<file path="config.mk">
export PLATFORM = sky130hd
export DESIGN_NAME = calc_macro_arbiter_flat
export DESIGN_NICKNAME = d
export VERILOG_FILES = /design/src/rtl/calc_macro_arbiter_if.sv /design/src/rtl/calc_macro_arbiter.sv /design/src/flat_wrapper.sv
export SDC_FILE = /design/constraint.sdc
export NUM_CORES = 1
export LEC_CHECK = 0
export BUFFER_PORTS_ARGS = -buffer_cell sky130_fd_sc_hd__buf_2
export CAP_MARGIN = 20
export CORE_MARGIN = 2
export CORE_UTILIZATION = 31
export DETAILED_ROUTE_END_ITERATION = 7
export PLACE_DENSITY_LB_ADDON = 0.3
export SLEW_MARGIN = 20
export SYNTH_ARGS = -nofsm -noshare
export SYNTH_HDL_FRONTEND = slang
export SYNTH_SLANG_ARGS = --single-unit
</file>
<file path="constraint.sdc">
create_clock -name clk -period 2.02 [get_ports clk]
set_input_delay 0.202 -clock clk [delete_from_list [all_inputs] [get_ports clk]]
set_output_delay 0.202 -clock clk [all_outputs]
set_load 0.01 [all_outputs]
</file>
<file path="src/rtl/calc_macro_arbiter_if.sv">
// Request and queue-write bus between the macro requesters, calc's instruction ring and calc_macro_arbiter.
// The slave modport is the arbiter's view; the master modport is the view of the surrounding top level.
interface calc_macro_arbiter_if #(
  parameter int QLOG2       = 2,
  parameter int MACRO_WORDS = 4,
  parameter int HEIGHT_W    = 9
);
  logic [1:0]               req_valid;
  logic [32*MACRO_WORDS-1:0] req_macro0;
  logic [32*MACRO_WORDS-1:0] req_macro1;
  logic [HEIGHT_W-1:0]      req_min_height0;
  logic [HEIGHT_W-1:0]      req_min_height1;
  logic [1:0]               req_ack;
  logic [1:0]               req_reject;
  logic [HEIGHT_W-1:0]      stack_height;
  logic [QLOG2-1:0]         q_read_head;
  logic [QLOG2-1:0]         q_write_head;
  logic                     q_wr_en;
  logic [31:0]              q_wr_data;
  logic                     busy;
  logic                     grant_id;
  logic [15:0]              stall_cycles;
  logic [15:0]              macros_issued;

  modport slave (
    input  req_valid, req_macro0, req_macro1, req_min_height0, req_min_height1,
    input  stack_height, q_read_head,
    output req_ack, req_reject, q_write_head, q_wr_en, q_wr_data,
    output busy, grant_id, stall_cycles, macros_issued
  );

  modport master (
    output req_valid, req_macro0, req_macro1, req_min_height0, req_min_height1,
    output stack_height, q_read_head,
    input  req_ack, req_reject, q_write_head, q_wr_en, q_wr_data,
    input  busy, grant_id, stall_cycles, macros_issued
  );
endinterface

</file>
<file path="src/rtl/calc_macro_arbiter.sv">
// Round-robin arbiter streaming 2 requesters' instruction macros atomically into calc's ring queue.
// Define CALC_ARB_STATS_EN to build the stall_cycles / macros_issued counters; otherwise both read 0.
module calc_macro_arbiter #(
  parameter int QLOG2       = 2,
  parameter int MACRO_WORDS = 4,
  parameter int HEIGHT_W    = 9
) (
  input logic                 clk,
  input logic                 rst,
  calc_macro_arbiter_if.slave bus
);
  localparam int CNT_W = $clog2(MACRO_WORDS + 1);
  localparam int BUF_W = 32 * MACRO_WORDS;

  typedef enum logic {IDLE, ISSUE} state_t;

  state_t            state;
  logic              rr;
  logic [BUF_W-1:0]  word_buf;
  logic [CNT_W-1:0]  word_cnt;
  logic [QLOG2-1:0]  write_head;
  logic [QLOG2-1:0]  head_next;
  logic [1:0]        ack;
  logic [1:0]        reject;
  logic              grant_reg;
  logic              q_empty;
  logic              q_full;
  logic              issue_done;
  logic              winner;
  logic              height_ok;
  logic              arbitrate;

  assign head_next  = write_head + QLOG2'(1);
  assign q_empty    = (write_head == bus.q_read_head);
  assign q_full     = (head_next == bus.q_read_head);
  assign issue_done = (word_buf[31:0] == 32'd0) || (word_cnt == CNT_W'(MACRO_WORDS));
  assign arbitrate  = (state == IDLE) && q_empty && (|bus.req_valid);

  // On contention rr names the requester that did not win last time.
  always_comb begin
    winner = 1'b0;
    if (bus.req_valid == 2'b11)
      winner = rr;
    else if (bus.req_valid[1])
      winner = 1'b1;
  end

  assign height_ok = winner ? (bus.stack_height >= bus.req_min_height1)
                            : (bus.stack_height >= bus.req_min_height0);

  always_ff @(posedge clk) begin
    if (rst) begin
      state      <= IDLE;
      rr         <= 1'b0;
      word_buf   <= '0;
      word_cnt   <= '0;
      write_head <= '0;
      ack        <= '0;
      reject     <= '0;
      grant_reg  <= 1'b0;
    end else begin
      ack    <= '0;
      reject <= '0;
      case (state)
        IDLE: begin
          if (arbitrate) begin
            rr <= ~winner;
            if (height_ok) begin
              word_buf    <= winner ? bus.req_macro1 : bus.req_macro0;
              word_cnt    <= '0;
              ack[winner] <= 1'b1;
              grant_reg   <= winner;
              state       <= ISSUE;
            end else begin
              reject[winner] <= 1'b1;
            end
          end
        end
        ISSUE: begin
          if (issue_done) begin
            state <= IDLE;
          end else if (!q_full) begin
            write_head <= head_next;
            word_buf   <= word_buf >> 32;
            word_cnt   <= word_cnt + CNT_W'(1);
          end
        end
        default: state <= IDLE;
      endcase
    end
  end

  assign bus.q_wr_en      = (state == ISSUE) && !issue_done && !q_full && !rst;
  assign bus.q_wr_data    = word_buf[31:0];
  assign bus.q_write_head = write_head;
  assign bus.req_ack      = ack;
  assign bus.req_reject   = reject;
  assign bus.busy         = (state == ISSUE);
  assign bus.grant_id     = grant_reg;

`ifdef CALC_ARB_STATS_EN
  logic [15:0] stall_cnt;
  logic [15:0] issued_cnt;

  // Both counters saturate rather than wrap so long soak runs stay meaningful.
  always_ff @(posedge clk) begin
    if (rst) begin
      stall_cnt  <= '0;
      issued_cnt <= '0;
    end else begin
      if ((state == ISSUE) && !issue_done && q_full && (stall_cnt != 16'hFFFF))
        stall_cnt <= stall_cnt + 16'd1;
      if (arbitrate && height_ok && (issued_cnt != 16'hFFFF))
        issued_cnt <= issued_cnt + 16'd1;
    end
  end

  assign bus.stall_cycles  = stall_cnt;
  assign bus.macros_issued = issued_cnt;
`else
  assign bus.stall_cycles  = 16'd0;
  assign bus.macros_issued = 16'd0;
`endif
endmodule

</file>
<file path="src/flat_wrapper.sv">
// flat-port wrapper written by rule: the top's interface ports become plain ports
module calc_macro_arbiter_flat 
#(
  parameter int QLOG2       = 2,
  parameter int MACRO_WORDS = 4,
  parameter int HEIGHT_W    = 9
)
  (clk, rst, bus_req_valid, bus_req_macro0, bus_req_macro1, bus_req_min_height0, bus_req_min_height1, bus_stack_height, bus_q_read_head, bus_req_ack, bus_req_reject, bus_q_write_head, bus_q_wr_en, bus_q_wr_data, bus_busy, bus_grant_id, bus_stall_cycles, bus_macros_issued);
  calc_macro_arbiter_if #(.QLOG2(QLOG2), .MACRO_WORDS(MACRO_WORDS), .HEIGHT_W(HEIGHT_W)) bus_i ();
  input logic clk;
  input logic rst;
  input wire logic [$bits(bus_i.req_valid)-1:0] bus_req_valid;
  input wire logic [$bits(bus_i.req_macro0)-1:0] bus_req_macro0;
  input wire logic [$bits(bus_i.req_macro1)-1:0] bus_req_macro1;
  input wire logic [$bits(bus_i.req_min_height0)-1:0] bus_req_min_height0;
  input wire logic [$bits(bus_i.req_min_height1)-1:0] bus_req_min_height1;
  input wire logic [$bits(bus_i.stack_height)-1:0] bus_stack_height;
  input wire logic [$bits(bus_i.q_read_head)-1:0] bus_q_read_head;
  output wire logic [$bits(bus_i.req_ack)-1:0] bus_req_ack;
  output wire logic [$bits(bus_i.req_reject)-1:0] bus_req_reject;
  output wire logic [$bits(bus_i.q_write_head)-1:0] bus_q_write_head;
  output wire logic [$bits(bus_i.q_wr_en)-1:0] bus_q_wr_en;
  output wire logic [$bits(bus_i.q_wr_data)-1:0] bus_q_wr_data;
  output wire logic [$bits(bus_i.busy)-1:0] bus_busy;
  output wire logic [$bits(bus_i.grant_id)-1:0] bus_grant_id;
  output wire logic [$bits(bus_i.stall_cycles)-1:0] bus_stall_cycles;
  output wire logic [$bits(bus_i.macros_issued)-1:0] bus_macros_issued;
  assign bus_i.req_valid = bus_req_valid;
  assign bus_i.req_macro0 = bus_req_macro0;
  assign bus_i.req_macro1 = bus_req_macro1;
  assign bus_i.req_min_height0 = bus_req_min_height0;
  assign bus_i.req_min_height1 = bus_req_min_height1;
  assign bus_i.stack_height = bus_stack_height;
  assign bus_i.q_read_head = bus_q_read_head;
  assign bus_req_ack = bus_i.req_ack;
  assign bus_req_reject = bus_i.req_reject;
  assign bus_q_write_head = bus_i.q_write_head;
  assign bus_q_wr_en = bus_i.q_wr_en;
  assign bus_q_wr_data = bus_i.q_wr_data;
  assign bus_busy = bus_i.busy;
  assign bus_grant_id = bus_i.grant_id;
  assign bus_stall_cycles = bus_i.stall_cycles;
  assign bus_macros_issued = bus_i.macros_issued;
  calc_macro_arbiter #(.QLOG2(QLOG2), .MACRO_WORDS(MACRO_WORDS), .HEIGHT_W(HEIGHT_W)) u_core (.clk(clk), .rst(rst), .bus(bus_i));
endmodule
</file>
Word level (Yosys, flattened, before mapping):

Index checks and enable logic that the tools add are counted.

* bitwise gates (word level): 6
* add/subtract/negate cells: 2
* magnitude comparators: 4
* reduce and logical (&&, ||, !) cells: 18
* eq/ne operators: 8
* mux-type cells: 20

Operators with widths (count)
* 128-bit two-way mux: 5
* 128-bit case mux with 2 select lines: 1
* 32-bit zero test: 1
* 9-bit >= comparator: 2
* 3-bit two-way mux: 4
* 4-bit OR reduction: 2
* 1-bit two-way mux: 7
* 1-bit logical AND: 6
* 1-bit NOT: 6
* 3-bit case mux with 2 select lines: 1
* 3-bit AND reduction: 2
* 2-bit == test: 2
* 2-bit by 1-bit inequality test with 1-bit output, second input constant: 2
* 2-bit inequality test, second input constant: 2
* 4-bit AND reduction: 1
* 3-bit by 1-bit adder with 3-bit output, second input constant: 1
* 3-bit == test, second input constant: 1
* 1-bit zero test: 3
* 2-bit by 1-bit adder with 2-bit output, second input constant: 1
* 2-bit == test, second input constant: 1
* 1-bit by 2-bit less-than comparator with 1-bit output, second input constant: 1
* 1-bit case mux with 2 select lines: 1
* 2-bit AND reduction: 1
* 2-bit OR reduction: 1
* other kinds (3): 3

* bits in registers: 140
* word-level logic and storage cells: 66

Longest topological paths before layout:

Gate-level depths: netlist of the first run.

* depth after elaboration: 6
* mapped depth: 11
* depth with buffers taken out: 8

Worst setup path before layout of the first run:

Ideal clock, no wire load.

* path kind: input port to flip-flop
* start: input port bus_stack_height[0]
* end: register u_core.word_buf[100]
* stages on the path: 10
* path slack: 41 ps
* data arrival time: 1920 ps
* setup time: 58 ps
* cell sequence: inv_1 -> ha_1 -> nand2b_1 -> a31oi_1 -> o311ai_1 -> o211ai_2 -> buf_4 -> buf_6 -> a221oi_2 -> o21a_1

* longest elaborated chain between the ends: 4
* elaborated cells between the ends (all ways): 5
* classes of those cells: order compare: 2; eq/ne: 1; mux: 1; reduce/logical: 1

RTL lines
* start: declaration: line flat_wrapper.sv:17 `input wire logic [$bits(bus_i.stack_height)-1:0] bus_stack_height;`
* 9-bit >= comparator, on equally long branches: line calc_macro_arbiter.sv:49, calc_macro_arbiter.sv:48
* 1-bit two-way mux (*): line calc_macro_arbiter.sv:48 `assign height_ok = winner ? (bus.stack_height >= bus.req_min_height1)`
* 2-bit by 1-bit inequality test with 1-bit output (no source line) (*)
* 4-bit AND reduction (no source line) (*)
* end signal: assignment: line calc_macro_arbiter.sv:69 `word_buf <= winner ? bus.req_macro1 : bus.req_macro0;`
* end signal: assignment: line calc_macro_arbiter.sv:84 `word_buf <= word_buf >> 32;`
* end: declaration: line calc_macro_arbiter.sv:19 `logic [BUF_W-1:0] word_buf;`

Every way passes the cells marked *; elsewhere a longest branch is shown, timed or not.
A chain may end at the register's enable or synchronous reset.

Worst setup path in the final report of the first run:

* start: register u_core.rr
* end: register u_core.word_buf[100]

* longest elaborated chain between the ends: 5
* elaborated cells between the ends (all ways): 8
* classes of those cells: eq/ne: 1; mux: 6; reduce/logical: 1

RTL lines
* start: declaration: line calc_macro_arbiter.sv:18 `logic rr;`
* start signal: assignment: line calc_macro_arbiter.sv:67 `rr <= ~winner;`
* 1-bit two-way mux (*): line calc_macro_arbiter.sv:42 `if (bus.req_valid == 2'b11)`
* 128-bit two-way mux: line calc_macro_arbiter.sv:69
* 128-bit two-way mux: line calc_macro_arbiter.sv:68 `if (height_ok) begin`
* 128-bit two-way mux: line calc_macro_arbiter.sv:66 `if (arbitrate) begin`
* 128-bit case mux with 2 select lines: line calc_macro_arbiter.sv:64 `case (state)`

Every way passes the cells marked *; elsewhere a longest branch is shown, timed or not. The select of a mux whose other input is x is not followed.

==> flow_metrics.env, run 1 <==
export IMPL_yosys_top_cells_count="o21ai_0, nand2_1, dfxtp_1"
export IMPL_layout_setup_ws_ns=-0.0570
export IMPL_clkSinkCount=140
export IMPL_cp_data_required_time_ns=2.34
export IMPL_outcome="finished, violations left"
export IMPL_dp_hpwl_um=22100
export IMPL_multiInputGateArea_um2=5510
export IMPL_slew_viol_final=0
export IMPL_grtUsageTotal_pct=19.0
export IMPL_start_util_pct=31.6
export IMPL_post_route_period_util_pct=103
export IMPL_ant_nets=0
export IMPL_synth_edf_count=0
export IMPL_cp_start_kind="flop"
export IMPL_cts_buffer_depth=2
export IMPL_gp_congestion=0.801
export IMPL_hp_class="in2reg"
export IMPL_slew_headroom_pct=51.8
export IMPL_drive_above_1_share_pct=36.7
export IMPL_worstRegToRegCells=9
export IMPL_setup_tns_ns=-1.01
export IMPL_path_class="reg2reg"
export IMPL_wl_per_cell_um=17.4
export IMPL_ys_types=47
export IMPL_syn_inst=1174
export IMPL_yosysTopAreaCellShare_pct=30.9
export IMPL_fin_util_pct=43.5
export IMPL_dp_cells=1803
export IMPL_placed_area_um2=11000
export IMPL_cts_root_buf="clkbuf_16"
export IMPL_die_h_um=175
export IMPL_arrival_ns=2.39
export IMPL_layout_cells_non_filler=1873
export IMPL_drt_pass1_iterations=5
export IMPL_finalPower_mw=8.94
export IMPL_grt_pass1_vias=8540
export IMPL_avgViaCountPerCell=4.97
export IMPL_irDropWorstVdd_uv=533
export IMPL_grt_start_max_net_pins=163
export IMPL_finalSetupViolCount=39
export IMPL_netlist_area_um2=9080
export IMPL_cp_max_fo=8
export IMPL_fp_coreArea_um2=28800
export IMPL_yosys_area_top_type="dfxtp_1"
export IMPL_syn_avg_cell_area_um2=7.74
export IMPL_tightest_slew_ns=0.723
export IMPL_cts_tree="done"
export IMPL_hold_violations=0
export IMPL_dp_slack_ns=-0.386
export IMPL_holdWs_ns=0.178
export IMPL_ys_seq_elements=140
export IMPL_fp_row_count=62
export IMPL_drt_initial_drc_count=644
export IMPL_synthTopCellsByArea="dfxtp_1, mux2i_1, o21ai_0, nand2_1, a21oi_1"
export IMPL_insertion_delay_ns=0.43
export IMPL_power_leakage_nw=5.35
export IMPL_violations="negative setup slack"
export IMPL_period_minus_slack_ns=2.08
export IMPL_r2r_setup_slack_ns=-0.06
export IMPL_fp_dieW_um=175
export IMPL_vias=9314
export IMPL_syn_to_final_growth_pct=37.8
export IMPL_drt_wl_total_um=32500
export IMPL_power_density_nw_per_um2=715
export IMPL_io_pins=362
export IMPL_seqCellArea_um2=2830
export IMPL_htreeDepth=4
export IMPL_nNetsFinal=1784
export IMPL_die_area_um2=30700
export IMPL_ys_seq_area_share_pct=30.9
export IMPL_grt_antenna_before_repair=4
export IMPL_drc=0
export IMPL_clk_pin_slew_ns=0.07
export IMPL_yosys_warnings=0
export IMPL_max_cap_violations=0
export IMPL_fill_cells=2874
export IMPL_rsz0062_at_grt="yes"
export IMPL_skew_ns=0.0131
export IMPL_cp_end_kind="flop"
export IMPL_fmax_mhz=481
export IMPL_synth_ff_type="dfxtp_1"
export IMPL_port_buffers=329
export IMPL_numCtsBuffers=17
export IMPL_whs_path_depth=4
export IMPL_synthMostInstantiatedCell="o21ai_0"
export IMPL_grt_pass1_wl_um=46300
export IMPL_async_flop_share_pct=0
export IMPL_stdcell_area_um2=12500
export IMPL_overflow=0
-- flip-flops by register name, summed over array words and instances, names as in the netlist --
signal                   flops
u_core.word_buf            128
u_core.word_cnt              3
u_core.bus.q_write_head      2
u_core.bus.req_ack           2
u_core.bus.req_reject        2
u_core.bus.busy              1
u_core.bus.grant_id          1
u_core.rr                    1
-- critical path, cell delays in order (launching register included) --
cell and delay [ns]:
dfxtp_2 0.32, nand2b_4 0.15, a221oi_4 0.29, o311ai_4 0.19, o211ai_4 0.29, buf_12 0.18, buf_12 0.11, clkbuf_16 0.16
a221oi_2 0.07, o21a_1 0.21
-- cells by family after synthesis --
group	Yosys count	share of synthesized area, %
XOR/XNOR	3	0.372
multiplexers	97	10.7
AND/OR/NAND/NOR	338	17.3
adder cells (fa/ha/maj)	20	2.76
buffers and inverters	199	12.2
AO/OA/AOI/OAI	376	25.7
other	1	0.0413
flip-flops	140	30.9
-- layout by cell type (no fill, tap or decap), types with 8 or more instances in the layout --
cell,count
buf_4,53
nand2_1,169
buf_12,20
conb_1,32
nand3_1,90
ha_1,20
buf_6,8
clkbuf_16,31
buf_2,328
o21a_1,33
o21ai_0,160
nand3_2,11
mux2i_1,96
a21oi_1,103
o21ai_1,32
inv_1,20
dfxtp_1,123
dfxtp_2,16
and3_1,32
a221oi_2,32
-- final timing paths --
path	from	end
setup reg to reg	u_core.rr	u_core.word_buf[100]
hold reg to reg	u_core.word_buf[46]	u_core.word_buf[46]
setup / recovery	u_core.rr	u_core.word_buf[100]
hold / removal	bus_req_macro1[123]	u_core.word_buf[123]
-- repair_timing --
| item | CTS | global route |
|---|---|---|
| setup buffers | 8 | 11 |
| cloned | 0 | 18 |
| pin swaps | 11 | 18 |
| endpoints found under the setup margin | 130 | 134 |
| hold buffers | 0 | 0 |
| resized for setup | 29 | 71 |
-- where the power goes --
part,total [mW],switching [mW],internal (mW)
sequential,3.16,0.158,3.00
combinational,2.60,1.36,1.24
clock,3.19,1.29,1.90
-- layout make-up --
type                       count  share of cell area, %
antenna                        1                 0.0200
clock buffer                  20                   3.65
clock inverter                12                   1.11
inverter                      20                  0.600
multi-input combinational    866                   44.0
sequential                   140                   22.6
tap                          384                   3.84
timing repair buffer         430                   24.2
-- metal layers --
layer  GRT usage, %  wire length (um)  up-vias  part of all wire (%)
met5              0                43        -                  0.13
met4           5.17               396        6                   1.2
met3           3.98              1730       25                   5.3
met2           29.4             15100      308                    47
met1           26.8             15200     4287                    47
li1               -                 -     4688                     -
No activity file was read; power rests on OpenSTA's default activity.
==> run 2: changes to the inputs <==
- CORE_UTILIZATION: 31 -> 38
==> run 2 against run 1 <==
The run still ends with negative setup slack left. Clock power down 2%. Flip-flop and latch count unchanged. Sequential power about the same. Sequential share of layout area up 0.76 points. Clock skew down 0.0027 ns. Routed wire length down 10%. Total power down 2.6%. Critical path type is now reg2out. Global-route usage up 2.4 points. Fmax up 0.50%. Count of clock-buffer cells in the layout down 1. Combinational power down 7%.
==> flow_metrics.env, run 2 (synthesis results as in run 1) <==
export IMPL_cp_max_fo=3
export IMPL_power_density_nw_per_um2=718
export IMPL_grt_start_max_net_pins=155
export IMPL_overflow=0
export IMPL_irDropWorstVdd_uv=448
export IMPL_largest_reg_flops=128
export IMPL_cp_data_required_time_ns=1.82
export IMPL_power_leakage_nw=5.19
export IMPL_cp_end_kind="primary output"
export IMPL_reg_top3="u_core.word_buf (128), u_core.word_cnt (3)"
export IMPL_fp_row_count=56
export IMPL_drt_initial_drc_count=547
export IMPL_cts_tree="done"
export IMPL_clk_pin_slew_ns=0.07
export IMPL_ant_nets=0
export IMPL_port_buffers=329
export IMPL_arrival_ns=1.86
export IMPL_die_h_um=159
export IMPL_syn_to_final_growth_pct=33.4
export IMPL_cts_buffer_depth=2
export IMPL_gp_congestion=0.829
export IMPL_insertion_delay_ns=0.42
export IMPL_clkSinkCount=140
export IMPL_drc=0
export IMPL_cts_hold_buf=0
export IMPL_grt_antenna_before_repair=1
export IMPL_avgViaCountPerCell=5.10
export IMPL_final_cell_mix="buf_2, o21ai_0, nand2_1"
export IMPL_layout_setup_ws_ns=-0.0467
export IMPL_placed_area_um2=11100
export IMPL_cp_start_kind="flop"
export IMPL_skew_ns=0.0104
export IMPL_fp_coreArea_um2=23500
export IMPL_io_pins=362
export IMPL_wl_per_cell_um=16.2
export IMPL_top_register="u_core.word_buf"
export IMPL_start_util_pct=38.7
export IMPL_slew_viol_final=0
export IMPL_violations="negative setup slack"
export IMPL_cts_root_buf="clkbuf_16"
export IMPL_vias=9194
export IMPL_max_cap_violations=0
export IMPL_outcome="finished, violations left"
export IMPL_grt_pass1_wl_um=42400
export IMPL_tightest_slew_ns=0.642
export IMPL_drt_wl_total_um=29300
export IMPL_post_route_period_util_pct=102
export IMPL_antenna_cells=0
export IMPL_stdcell_area_um2=12100
export IMPL_rsz0062_at_grt="yes"
export IMPL_fp_dieW_um=159
export IMPL_dp_hpwl_um=20500
export IMPL_die_area_um2=25200
export IMPL_final_common_cell="buf_2"
export IMPL_drive_above_1_share_pct=36.1
export IMPL_grt_pass1_vias=8081
export IMPL_grtUsageTotal_pct=21.5
export IMPL_period_minus_slack_ns=2.07
export IMPL_finalSetupViolCount=17
export IMPL_path_class="reg2out"
export IMPL_drt_pass1_iterations=5
export IMPL_hold_violations=0
export IMPL_nNetsFinal=1780
export IMPL_htreeDepth=4
export IMPL_fmax_mhz=484
export IMPL_holdWs_ns=0.0854
export IMPL_slew_headroom_pct=57.2
export IMPL_setup_tns_ns=-0.244
export IMPL_numCtsBuffers=17
export IMPL_hp_class="in2reg"
-- run 2: changes by cell type in the layout (fill, tap and decap cells not counted), sizes merged --
cell      previous run  this run
clkbuf              34        23
buf                416       420
clkinv               4         7
o211a                1         3
clkinvlp             4         3
diode                1         0
inv                 22        21
-- run 2: critical path, stage by stage (launching register included) --
cell	delay [ns]
dfxtp_2	0.34
nor4_4	0.28
and4_4	0.29
a21o_1	0.14
or2_4	0.13
buf_8	0.11
nor2_4	0.03
buf_6	0.12
-- run 2: through the flow --
stage	util [%]	total power, mW	cells	setup slack (ns)
after global placement	47.2	5.41	1752	-0.295
final	51.6	8.71	1803	-0.0467
after global routing	51.6	9.17	1803	-0.126
after floorplan	-	4.60	1205	0.0415
after CTS	50.3	8.64	1791	-0.0452
after detailed placement	47.2	5.43	1752	-0.322
-- run 2: final timing paths --
kind                       startpoint                    endpoint  slack, ns  cells past startpoint
setup reg to reg   u_core.word_buf[8]        u_core.word_buf[113]      -0.02                      8
hold reg to reg   u_core.word_buf[32]         u_core.word_buf[32]       0.46                      2
hold / removal                    rst  u_core.bus.q_write_head[1]       0.09                      2
setup / recovery   u_core.word_buf[8]                 bus_q_wr_en      -0.05                      7
-- run 2: per-layer routing --
| layer | vias up | GRT usage [%] | part of all wire (%) |
|---|---|---|---|
| met5 | - | 0 | 0.044 |
| li1 | 4685 | - | - |
| met3 | 28 | 3.35 | 5.5 |
| met1 | 4171 | 31.3 | 47 |
| met4 | 2 | 6.48 | 1.6 |
| met2 | 308 | 32.4 | 46 |
-- run 2: cell type report --
| type | count | area, um^2 |
|---|---|---|
| clock inverters | 13 | 144 |
| multi-input cells | 868 | 5470 |
| inverters | 20 | 75.1 |
| clock buffers | 19 | 443 |
| repair buffers | 424 | 2760 |
| fillers | 2275 | 11400 |
| well taps | 319 | 399 |
| flip-flops and latches | 140 | 2830 |
-- run 2: timing repair --
action	in CTS	in global routing
gates resized for setup	29	34
setup endpoints to repair	72	131
pin swaps	9	8
buffers inserted	7	6
gates cloned	0	6
-- run 2: where the power goes --
group	total, mW	switching (mW)	internal [mW]	leakage, nW
sequential	3.15	0.155	3.00	1.15
clock	3.12	1.26	1.86	0.281
combinational	2.43	1.28	1.15	3.77
==> run 3: changes to the inputs <==
- REMOVE_ABC_BUFFERS: not set -> 1
==> run 3 against run 2 <==
The flow still finishes with violations (negative setup slack). Utilization grew 3.6 points. Clock power about the same. Sequential share of layout area down 1.4 points. Critical path depth unchanged. Flip-flop and latch count unchanged. Worst hold slack gained 0.11 ns. Count of clock-buffer cells in the layout is the same. Worst setup slack worse by 0.077 ns. First-iteration DRC count shrank 27%. Clock skew grew 0.0019 ns. Largest cell class unchanged.
==> flow_metrics.env, run 3 (synthesis results as in run 1) <==
export IMPL_outcome="finished, violations left"
export IMPL_violations="negative setup slack"
export IMPL_p_switching_mw=2.85
export IMPL_finalSetupViolCount=81
export IMPL_vias=9400
export IMPL_power_leakage_nw=5.58
export IMPL_largest_reg_flops=128
export IMPL_cts_tree="done"
export IMPL_cp_max_fo=3
export IMPL_skew_ns=0.0123
export IMPL_post_route_period_util_pct=106
export IMPL_grt_antenna_before_repair=0
export IMPL_slew_headroom_pct=54.1
export IMPL_drt_initial_drc_count=398
export IMPL_top_register="u_core.word_buf"
export IMPL_clkSinkCount=140
export IMPL_reg_top3="u_core.word_buf (128), u_core.word_cnt (3)"
export IMPL_hold_violations=0
export IMPL_power_density_nw_per_um2=693
export IMPL_layout_setup_ws_ns=-0.124
export IMPL_antenna_cells=0
export IMPL_insertion_delay_ns=0.42
export IMPL_grt_pass1_wl_um=41900
export IMPL_p_int_mw=6.13
export IMPL_slew_viol_final=0
export IMPL_period_minus_slack_ns=2.14
export IMPL_cts_buffer_depth=2
export IMPL_numCtsBuffers=17
export IMPL_wl_per_cell_um=16.1
export IMPL_final_cell_mix="buf_2, o21ai_0, nand2_1"
export IMPL_sw_frac_of_total_pct=31.8
export IMPL_cp_start_kind="flop"
export IMPL_die_h_um=159
export IMPL_drive_above_1_share_pct=40.9
export IMPL_clk_pin_slew_ns=0.07
export IMPL_cp_end_kind="primary output"
export IMPL_grt_pass1_vias=8487
export IMPL_syn_to_final_growth_pct=42.7
export IMPL_drc=0
export IMPL_cts_root_buf="clkbuf_16"
export IMPL_grt_start_max_net_pins=121
export IMPL_final_common_cell="buf_2"
export IMPL_nNetsFinal=1804
export IMPL_fp_row_count=56
export IMPL_avgViaCountPerCell=5.15
export IMPL_arrival_ns=1.94
export IMPL_gp_congestion=0.763
export IMPL_port_buffers=329
export IMPL_drt_wl_total_um=29500
export IMPL_irDropWorstVdd_uv=437
export IMPL_start_util_pct=38.7
export IMPL_rsz0062_at_grt="yes"
export IMPL_cp_data_required_time_ns=1.82
export IMPL_path_class="reg2out"
export IMPL_fp_dieW_um=159
export IMPL_fp_coreArea_um2=23500
export IMPL_ant_nets=0
export IMPL_combinationalPowerShare_pct=30.3
export IMPL_htreeDepth=4
export IMPL_seq_power_share_pct=35.1
export IMPL_dp_hpwl_um=18400
export IMPL_holdWs_ns=0.191
export IMPL_clockPowerShare_pct=34.6
export IMPL_grtUsageTotal_pct=20.9
export IMPL_tightest_slew_ns=0.689
export IMPL_overflow=0
export IMPL_fmax_mhz=466
export IMPL_hp_class="in2reg"
export IMPL_io_pins=362
export IMPL_dp_slack_ns=-0.421
export IMPL_finalPower_mw=8.98
export IMPL_drt_pass1_iterations=4
export IMPL_die_area_um2=25200
export IMPL_max_cap_violations=0
[run 3: layer usage]
metal / vias to the layer above / routed length, um / GRT usage, %
met3: 36 / 1360 / 3.24
li1: 4731 / - / -
met5: - / 0 / 0
met4: 0 / 637 / 7.38
met1: 4342 / 12600 / 26.2
met2: 291 / 14900 / 36.2
[run 3: worst max-delay path, stage by stage (launching register included)]
cell     delay [ns]
dfxtp_2        0.35
nor4_2         0.34
and4_4         0.28
a21o_1         0.14
or2_4          0.16
buf_8          0.11
nor2_4         0.03
buf_6          0.12
[run 3: path summary, 6_finish.rpt]
check	startpoint	end	slack, ns	cells past startpoint
worst max-delay path	u_core.word_buf[25]	bus_q_wr_en	-0.12	7
worst min-delay path	bus_req_macro1[112]	u_core.word_buf[112]	0.19	4
worst max register to register	u_core.word_buf[27]	u_core.word_buf[124]	-0.11	10
worst min register to register	u_core.word_buf[67]	u_core.word_buf[67]	0.46	2
[run 3: power groups by stage]
| stage | Clock, mW | Combinational (mW) | Sequential, mW |
|---|---|---|---|
| floorplan | 0 | 1.14 | 3.26 |
| global placement | 0 | 2.20 | 3.17 |
| detailed placement | 0 | 2.23 | 3.18 |
| CTS | 3.17 | 2.34 | 3.13 |
| global route | 3.31 | 2.96 | 3.18 |
| finish | 3.11 | 2.72 | 3.16 |
[run 3: final cells by class]
class	count	area, um^2
Fill cell	2233	10500
Clock buffer	19	453
Timing Repair Buffer	450	3280
Sequential cell	140	2850
Inverter	20	75.1
Tap cell	319	399
Clock inverter	13	130
Multi-Input combinational cell	866	5780
[run 3: what timing repair did]
| item | 4_1_cts | 5_1_grt |
|---|---|---|
| hold endpoints to repair | 1 | 0 |
| cloned | 3 | 18 |
| pin swaps | 4 | 35 |
| resized for setup | 20 | 130 |
| hold buffers | 1 | 0 |
| buffers inserted | 3 | 20 |
| endpoints found under the setup margin | 89 | 132 |
[run 3: metrics by stage]
stage | instance area [um^2] | std cells | util (%) | setup TNS, ns
2_1_floorplan | 8160 | 1026 | - | -764.95
3_3_place_gp | 11100 | 1752 | 47.2 | -35.04
3_5_place_dp | 11100 | 1752 | 47.2 | -39.69
4_1_cts | 11900 | 1791 | 50.5 | -9.80
5_1_grt | 13000 | 1827 | 55.2 | -14.02
6_report | 13000 | 1827 | 55.2 | -4.74
